**src/rtl/vga_mixer_pkg.sv**
```systemverilog
// Shared constants and address-width helpers for the VGA layer mixer.
package vga_mixer_pkg;

  localparam int          H_ACTIVE_DEF = 640;
  localparam int          V_ACTIVE_DEF = 480;
  localparam int          BG_SHIFT_DEF = 0;
  localparam int          SPR_W_DEF    = 64;
  localparam int          SPR_H_DEF    = 64;
  localparam logic [11:0] KEY_DEF      = 12'hF0F;

  function automatic int bg_aw_f(int h_act, int v_act, int shift);
    return $clog2((h_act >> shift) * (v_act >> shift));
  endfunction

  function automatic int spr_aw_f(int w, int h);
    return $clog2(w * h);
  endfunction

  localparam int BG_AW  = bg_aw_f(H_ACTIVE_DEF, V_ACTIVE_DEF, BG_SHIFT_DEF);
  localparam int SPR_AW = spr_aw_f(SPR_W_DEF, SPR_H_DEF);

endpackage

```
**src/rtl/vga_sprite_unit.sv**
```systemverilog
// One sprite layer: frame-boundary shadow registers, hit test and ROM address.
module vga_sprite_unit
  import vga_mixer_pkg::*;
#(
  parameter int SPR_W  = SPR_W_DEF,
  parameter int SPR_H  = SPR_H_DEF,
  parameter int ADDR_W = spr_aw_f(SPR_W, SPR_H)
) (
  input  logic              clk,
  input  logic              reset_n,
  input  logic              load_i,
  input  logic              en_i,
  input  logic [9:0]        x_i,
  input  logic [9:0]        y_i,
  input  logic [9:0]        h_i,
  input  logic [9:0]        v_i,
  output logic              hit_o,
  output logic [ADDR_W-1:0] addr_o
);

  logic [9:0]        x_q, y_q;
  logic              en_q;
  logic              hit_q, hit_d;
  logic [ADDR_W-1:0] addr_q, addr_d;
  logic [10:0]       h_ext, v_ext, x_ext, y_ext;
  logic              in_x, in_y;

  // 11-bit compares keep x+SPR_W from wrapping, so edge sprites clip cleanly
  assign h_ext = {1'b0, h_i};
  assign v_ext = {1'b0, v_i};
  assign x_ext = {1'b0, x_q};
  assign y_ext = {1'b0, y_q};

  always_comb begin
    in_x   = (h_ext >= x_ext) && (h_ext < x_ext + 11'(SPR_W));
    in_y   = (v_ext >= y_ext) && (v_ext < y_ext + 11'(SPR_H));
    hit_d  = en_q && in_x && in_y;
    addr_d = '0;
    if (hit_d)
      addr_d = ADDR_W'((32'(v_i) - 32'(y_q)) * 32'(SPR_W) + (32'(h_i) - 32'(x_q)));
  end

  always_ff @(posedge clk or negedge reset_n) begin
    if (!reset_n) begin
      x_q    <= '0;
      y_q    <= '0;
      en_q   <= 1'b0;
      hit_q  <= 1'b0;
      addr_q <= '0;
    end else begin
      if (load_i) begin
        x_q  <= x_i;
        y_q  <= y_i;
        en_q <= en_i;
      end
      hit_q  <= hit_d;
      addr_q <= addr_d;
    end
  end

  assign hit_o  = hit_q;
  assign addr_o = addr_q;

endmodule

```
**src/rtl/vga_layer_mixer.sv**
```systemverilog
// Two-stage background + sprite compositor: stage 1 forms ROM addresses and
// hit flags, stage 2 picks the lowest-index opaque sprite over the background.
module vga_layer_mixer
  import vga_mixer_pkg::*;
#(
  parameter int                 COLOR_W  = 12,
  parameter int                 H_ACTIVE = H_ACTIVE_DEF,
  parameter int                 V_ACTIVE = V_ACTIVE_DEF,
  parameter int                 BG_SHIFT = BG_SHIFT_DEF,
  parameter int                 N_SPR    = 2,
  parameter int                 SPR_W    = SPR_W_DEF,
  parameter int                 SPR_H    = SPR_H_DEF,
  parameter logic [COLOR_W-1:0] KEY      = COLOR_W'(KEY_DEF)
) (
  input  logic                                           clk,
  input  logic                                           reset_n,
  input  logic                                           bright,
  input  logic [9:0]                                     hCount,
  input  logic [9:0]                                     vCount,
  input  logic [N_SPR*10-1:0]                            spr_x,
  input  logic [N_SPR*10-1:0]                            spr_y,
  input  logic [N_SPR-1:0]                               spr_en,
  output logic [bg_aw_f(H_ACTIVE, V_ACTIVE, BG_SHIFT)-1:0] bg_addr,
  input  logic [COLOR_W-1:0]                             bg_data,
  output logic [N_SPR*spr_aw_f(SPR_W, SPR_H)-1:0]        spr_addr,
  input  logic [N_SPR*COLOR_W-1:0]                       spr_data,
  output logic [COLOR_W-1:0]                             rgb,
  output logic                                           frame_tick
);

  localparam int BG_ADDR_W  = bg_aw_f(H_ACTIVE, V_ACTIVE, BG_SHIFT);
  localparam int SPR_ADDR_W = spr_aw_f(SPR_W, SPR_H);

  logic                 load_shadow;
  logic [BG_ADDR_W-1:0] bg_addr_q, bg_addr_d;
  logic                 bright_q;
  logic                 frame_tick_q;
  logic [N_SPR-1:0]     hit;
  logic [COLOR_W-1:0]   rgb_q, rgb_d;

  // Shadow load happens on the first blanking line so a whole frame sees one position set
  assign load_shadow = (hCount == 10'd0) && (vCount == 10'(V_ACTIVE));

  assign bg_addr_d = BG_ADDR_W'((32'(vCount) >> BG_SHIFT) * 32'(H_ACTIVE >> BG_SHIFT)
                                + (32'(hCount) >> BG_SHIFT));

  for (genvar g = 0; g < N_SPR; g++) begin : g_spr
    vga_sprite_unit #(
      .SPR_W  (SPR_W),
      .SPR_H  (SPR_H),
      .ADDR_W (SPR_ADDR_W)
    ) u_spr (
      .clk     (clk),
      .reset_n (reset_n),
      .load_i  (load_shadow),
      .en_i    (spr_en[g]),
      .x_i     (spr_x[g*10 +: 10]),
      .y_i     (spr_y[g*10 +: 10]),
      .h_i     (hCount),
      .v_i     (vCount),
      .hit_o   (hit[g]),
      .addr_o  (spr_addr[g*SPR_ADDR_W +: SPR_ADDR_W])
    );
  end

  // Walk from the highest index down so the lowest opaque index wins
  always_comb begin
    rgb_d = bg_data;
    for (int i = N_SPR - 1; i >= 0; i--) begin
      if (hit[i] && (spr_data[i*COLOR_W +: COLOR_W] != KEY))
        rgb_d = spr_data[i*COLOR_W +: COLOR_W];
    end
    if (!bright_q)
      rgb_d = '0;
  end

  always_ff @(posedge clk or negedge reset_n) begin
    if (!reset_n) begin
      bg_addr_q    <= '0;
      bright_q     <= 1'b0;
      frame_tick_q <= 1'b0;
      rgb_q        <= '0;
    end else begin
      bg_addr_q    <= bg_addr_d;
      bright_q     <= bright;
      frame_tick_q <= load_shadow;
      rgb_q        <= rgb_d;
    end
  end

  assign bg_addr    = bg_addr_q;
  assign rgb        = rgb_q;
  assign frame_tick = frame_tick_q;

endmodule

```
**config.mk**
```make
export PLATFORM = sky130hd
export DESIGN_NAME = vga_layer_mixer
export DESIGN_NICKNAME = d
export VERILOG_FILES = /design/src/rtl/vga_mixer_pkg.sv /design/src/rtl/vga_sprite_unit.sv /design/src/rtl/vga_layer_mixer.sv
export SDC_FILE = /design/constraint.sdc
export NUM_CORES = 1
export LEC_CHECK = 0
export CAP_MARGIN = 20
export CELL_PAD_IN_SITES_DETAIL_PLACEMENT = 0
export CELL_PAD_IN_SITES_GLOBAL_PLACEMENT = 1
export CORE_MARGIN = 3
export CORE_UTILIZATION = 39
export DETAILED_ROUTE_END_ITERATION = 10
export GPL_ROUTABILITY_DRIVEN = 0
export PLACE_DENSITY = 0.85
export SLEW_MARGIN = 30
export SYNTH_ARGS = -nofsm -noshare
export SYNTH_HDL_FRONTEND = slang
export SYNTH_SLANG_ARGS = --single-unit
```
**constraint.sdc**
```tcl
create_clock -name clk -period 4.8 [get_ports clk]
set_clock_uncertainty 0.2 [all_clocks]
set_input_delay 1.44 -clock clk [delete_from_list [all_inputs] [get_ports clk]]
set_output_delay 1.44 -clock clk [all_outputs]
set_load 0.1 [all_outputs]
```
Yosys cells after proc, flatten, opt, wreduce, memory -nomap -nowiden

Cells that the tools add are included.

Logic and storage cells: 54
Output and inout bits: 56
Bits of input ports: 101
Register bits: 101
Bits in writable memories: 0
Bits in read-only memories: 0
Latch bits: 0
Memories: 0

Eq/ne operators: 3
Mux-type cells: 5
Shifts and indexed selects: 0
Bitwise operators: 0
Div/mod/pow operators: 0
Reductions and logical operators: 12
Multiply operators: 1
Magnitude comparators: 8
$add $sub $neg: 11

Operator list:

| cell                                               | count |
|---|---|
| 2-to-1 mux 12 bit                                  | 5 |
| adder 10 x 7 -> 11 bit, second input constant      | 4 |
| < comparator 10 x 11 -> 1 bit                      | 4 |
| >= comparator 10 bit                               | 4 |
| adder 12 bit                                       | 2 |
| != test 12 bit, second input constant              | 2 |
| subtractor 10 x 10 -> 11 bit                       | 2 |
| adder 19 x 10 -> 19 bit                            | 1 |
| multiplier 10 x 3 -> 12 bit, second input constant | 1 |
| subtractor 6 bit                                   | 2 |
| logical AND 1 bit                                  | 11 |
| == test 10 x 9 -> 1 bit, second input constant     | 1 |
| zero test 10 bit                                   | 1 |

Logic depth before layout (Yosys ltp)

Depth in word-level cells: 6
Depth in mapped cells: 17
Gate-level depth less buffers: 17

Hierarchy

A second synthesis with hierarchy kept.

Cells, all modules: 727
Area total of the unflattened synthesis: 7041.8 µm²

Modules (own cells, without submodules):

| module                            | cells an instance | area each (µm²) | times used | sequential area each (µm²) |
|---|---|---|---|---|
| vga_sprite_unit at g_spr[1].u_spr | 280               | 2612.5          | 1          | 850.8 |
| vga_sprite_unit at g_spr[0].u_spr | 274               | 2453.6          | 1          | 850.8 |
| vga_layer_mixer                   | 173               | 1975.6          | 1          | 825.8 |

Least setup slack after synthesis

No wires, ideal clock.

Path kind: input to register
Start: input port hCount[0]
End: register g_spr[1].u_spr.addr_q[11]
Stages: 17
Required time: 4528 ps
Setup time: 72 ps
Arrival: 4362 ps
Path slack: 166 ps
Path buffers: 0
Path through: inv_1 > ha_1 > inv_1 > fa_1 > a21o_1 > a21oi_1 > nor2_1 > o21a_1 > o41a_1 > xor2_1 > ha_1 > o21ai_0 > o21bai_1 > a21oi_1 > xor3_1 > xor2_1 > nor2_1

Word-level cells in the longest chain between the ends: 5
Elaborated cells between the ends (all ways): 8

Ends and longest elaborated chain:

| item                                                                 | line                  | source |
|---|---|---|
| start, declared                                                      | vga_layer_mixer.sv:18 | `input logic [9:0] hCount,` |
| parallel branches: the longest is 4 deep, another holds adder 12 bit | -                     |  |
| 2-to-1 mux 12 bit *                                                  | vga_sprite_unit.sv:39 | `if (hit_d)` |
| via g_spr[1].u_spr.addr_d[11]                                        | vga_sprite_unit.sv:24 | `logic [ADDR_W-1:0] addr_q, addr_d;` |
| end signal, assigned                                                 | vga_sprite_unit.sv:57 | `addr_q <= addr_d;` |
| end, declared                                                        | vga_sprite_unit.sv:24 |  |

Mark *: on every way through the listed nets, which the timed path passes.
A chain may end at the register's enable or synchronous reset.

Final worst setup path

Start: input port hCount[2]
End: register g_spr[1].u_spr.addr_q[11]

The elaborated chain is that of the path after synthesis.

==> flow_summary.toml <==
[clock_tree]
tritoncts = "built"
holdBufCountCts = 0
cts_htree_levels = 3
cts_root_buf = "clkbuf_16"
post_cts_buffers = 0
clockBufferDepth = 2
clk_pin_slew_ns = 0.07
clk_latency_ns = 0.36
numCtsBuffers = 9
clkSinkCount = 101

[grt]
grt_pass1_wl_um = 29900
grt_pass1_vias = 5973
grt.total_usage = 0.191
antenna_found_initial = 0
overflow = 0
grt_max_degree = 61

[place]
port_buffers = 156
place_area_sq_mm = 0.00913
dpl.hpwl_um = 14500
dp_slack_ns = -0.463

[yosys]
yosys.cell_types.count = 60
yosys_most_used_dff = "dfrtp_1"
yosys_register_bits = 101
synth_compound_area_frac = 0.174
syn_area_sq_mm = 0.00686
post_synth.cell_area_avg_sq_um = 9.76
synth_cells = 703
synth.area.top_cells = "dfrtp_1 (37%), ha_1 (16%), xnor2_1 (4.2%)"
yosysWarnings = 0
synth_xor_area_frac = 0.0682
synth_nets = 901
synthArstFlopShare = 1.00
synth_top_area_cell = "dfrtp_1"
synth-simple-area-share = 0.130
synthAdderAreaFrac = 0.186
synth_edf_count = 0
seq_area_frac_synth = 0.368
synth.mux.area_fraction = 0.0244
synth_top_area_frac = 0.368
synth_top_family_by_area = "adder cells"

[pwr]
power_density_mw_per_mm2 = 262
p_sw_frac = 0.340
clkPwrFrac = 0.337
peakVddDrop_v = 0.000201
seqPwrFrac = 0.359
pwr-share-comb = 0.303
power_leakage_nw = 4.72
p_sw_mw = 0.848
finalPower_mw = 2.49
power.internal_mw = 1.64

[sta]
setup_viol = 0
worst_slew_pin_slew_ns = 1.02
rsz0062_at_grt = "no"
post-route-period-util = 0.951
tns_ns = 0
clock.fmax_mhz = 219
setup_ws_ns = 0.234
slew_headroom = 0.318
final_hold_viol_count = 0
finalCriticalPeriod_ns = 4.57
maxSlewViolCount = 0

[final_layout]
diodes = 0
drive_gt1_frac = 0.123
nNetsFinal = 1117
fin_area_sq_mm = 0.00950
areaGrowthSynthToFinish_pct = 38.6

[die]
ios = 157
die_height_um = 139
num_rows = 47
core-area_sq_mm = 0.0169
start_util = 0.406
dieArea_sq_mm = 0.0192
die_w_um = 139

[setup_path]
crit_arrival_ns = 4.66
worstSetupPathType = "in2reg"
cp-start-kind = "primary input"
critPathMaxFanout = 4
setup.worst_path.end_class = "flop"
critPathRequiredTime_ns = 4.89

[drt]
ant_nets = 0
wire_per_inst_um = 15.9
routed_via_density = 5.12
first_iter_violations = 246
drcViolationCount = 0
finalWirelength_um = 18200
drt-pass1-iter-count = 4
vias = 5862

[flow_run]
maxCapViolations = 0

[run_status]
outcome = "finished, final reports clean"

[worst_hold_path]
hold_path.class = "reg2reg"
## power by group through the flow
stage                     combinational, mW  clock (mW)  sequential [mW]
final                                 0.755       0.840            0.895
after global routing                  0.808       0.890            0.899
after CTS                             0.757       0.856            0.896
after detailed placement              0.752           0            0.912
after global placement                0.747           0            0.911
after floorplan                       0.218           0             1.16
## repair_timing
item | CTS | global route
hold endpoints to repair | 0 | 0
setup endpoints to repair | 1 | 2
pin swaps | 0 | 4
gates resized for setup | 4 | 7
## cell type report
cell class	instances	area (sq um)
fillers	1531	7370
multi-input cells	516	4030
flip-flops and latches	101	2530
repair buffers	221	2060
well taps	220	275
inverters	70	263
clock buffers	9	225
clock inverters	7	118
## synth_stat cells, types with 10 or more instances
master,number
xor2_1,15
clkbuf_1,10
nand2_1,65
dfrtp_1,101
nor2_1,29
nor3_1,13
inv_1,70
nand3_1,16
ha_1,89
mux2i_1,10
a21o_1,28
xnor2_1,33
o211a_1,13
o21ai_0,51
a21oi_1,30
## flip-flops by register name, indices dropped and copies added (netlist names)
name	flops
bg_addr	19
bright_q	1
frame_tick	1
g_spr.u_spr.addr_o	24
g_spr.u_spr.en_q	2
g_spr.u_spr.hit_o	2
g_spr.u_spr.x_q	20
g_spr.u_spr.y_q	20
rgb	12
## path summary, 6_finish.rpt
path,startpoint,endpoint,slack [ns],cells past startpoint
setup reg to reg,g_spr[1].u_spr.x_q[0],g_spr[1].u_spr.addr_o[11],1.20,16
setup / recovery,hCount[2],g_spr[1].u_spr.addr_o[11],0.23,15
hold / removal,g_spr[0].u_spr.x_q[0],g_spr[0].u_spr.x_q[0],0.33,1
max in group asynchronous,reset_n,g_spr[1].u_spr.addr_o[5],2.81,2
hold reg to reg,g_spr[0].u_spr.x_q[0],g_spr[0].u_spr.x_q[0],0.33,1
min in group asynchronous,reset_n,g_spr[0].u_spr.addr_o[10],0.88,1
## worst max-delay path: stages
cell	delay [ns]
clkdlybuf4s50_1	0.48
ha_1	0.37
a21o_1	0.20
a21oi_2	0.16
nor2_1	0.05
o21a_1	0.17
o41a_1	0.32
xor2_1	0.17
ha_2	0.31
o21ai_2	0.13
o21bai_1	0.08
a21oi_1	0.18
xor3_1	0.34
xor2_1	0.15
nor2_1	0.10
## through the flow
stage | utilization | std cells | hold slack (ns)
after floorplan | - | 703 | 0.274
after global placement | 0.541 | 1128 | 0.303
after detailed placement | 0.541 | 1128 | 0.308
after CTS | 0.562 | 1144 | 0.326
after global routing | 0.563 | 1144 | 0.333
final | 0.563 | 1144 | 0.326
## cells in the final DEF, fill, tap and decap left out, types with 15 or more instances in the layout
master,count
o21ai_0,49
dfrtp_1,101
nand2_1,65
a21oi_1,29
clkdlybuf4s50_1,153
buf_4,65
a21o_1,28
ha_1,88
xnor2_1,33
inv_1,69
nor2_1,29
nand3_1,16
xor2_1,15
## metal layers
metal  part of all wire  track usage  up-vias
li1                   -            -     2918
met1               0.47        0.260     2784
met2               0.47        0.318      146
met3              0.043       0.0293       14
met4              0.014       0.0546        0
met5                  0            0        -
## cell families after synthesis
kind of cell | Yosys count
AO/OA/AOI/OAI | 177
XOR/XNOR | 50
adder cells (fa/ha/maj) | 97
AND/OR/NAND/NOR | 176
multiplexers | 16
buffers and inverters | 86
flip-flops | 101
Power figures use the tool's default switching activity.
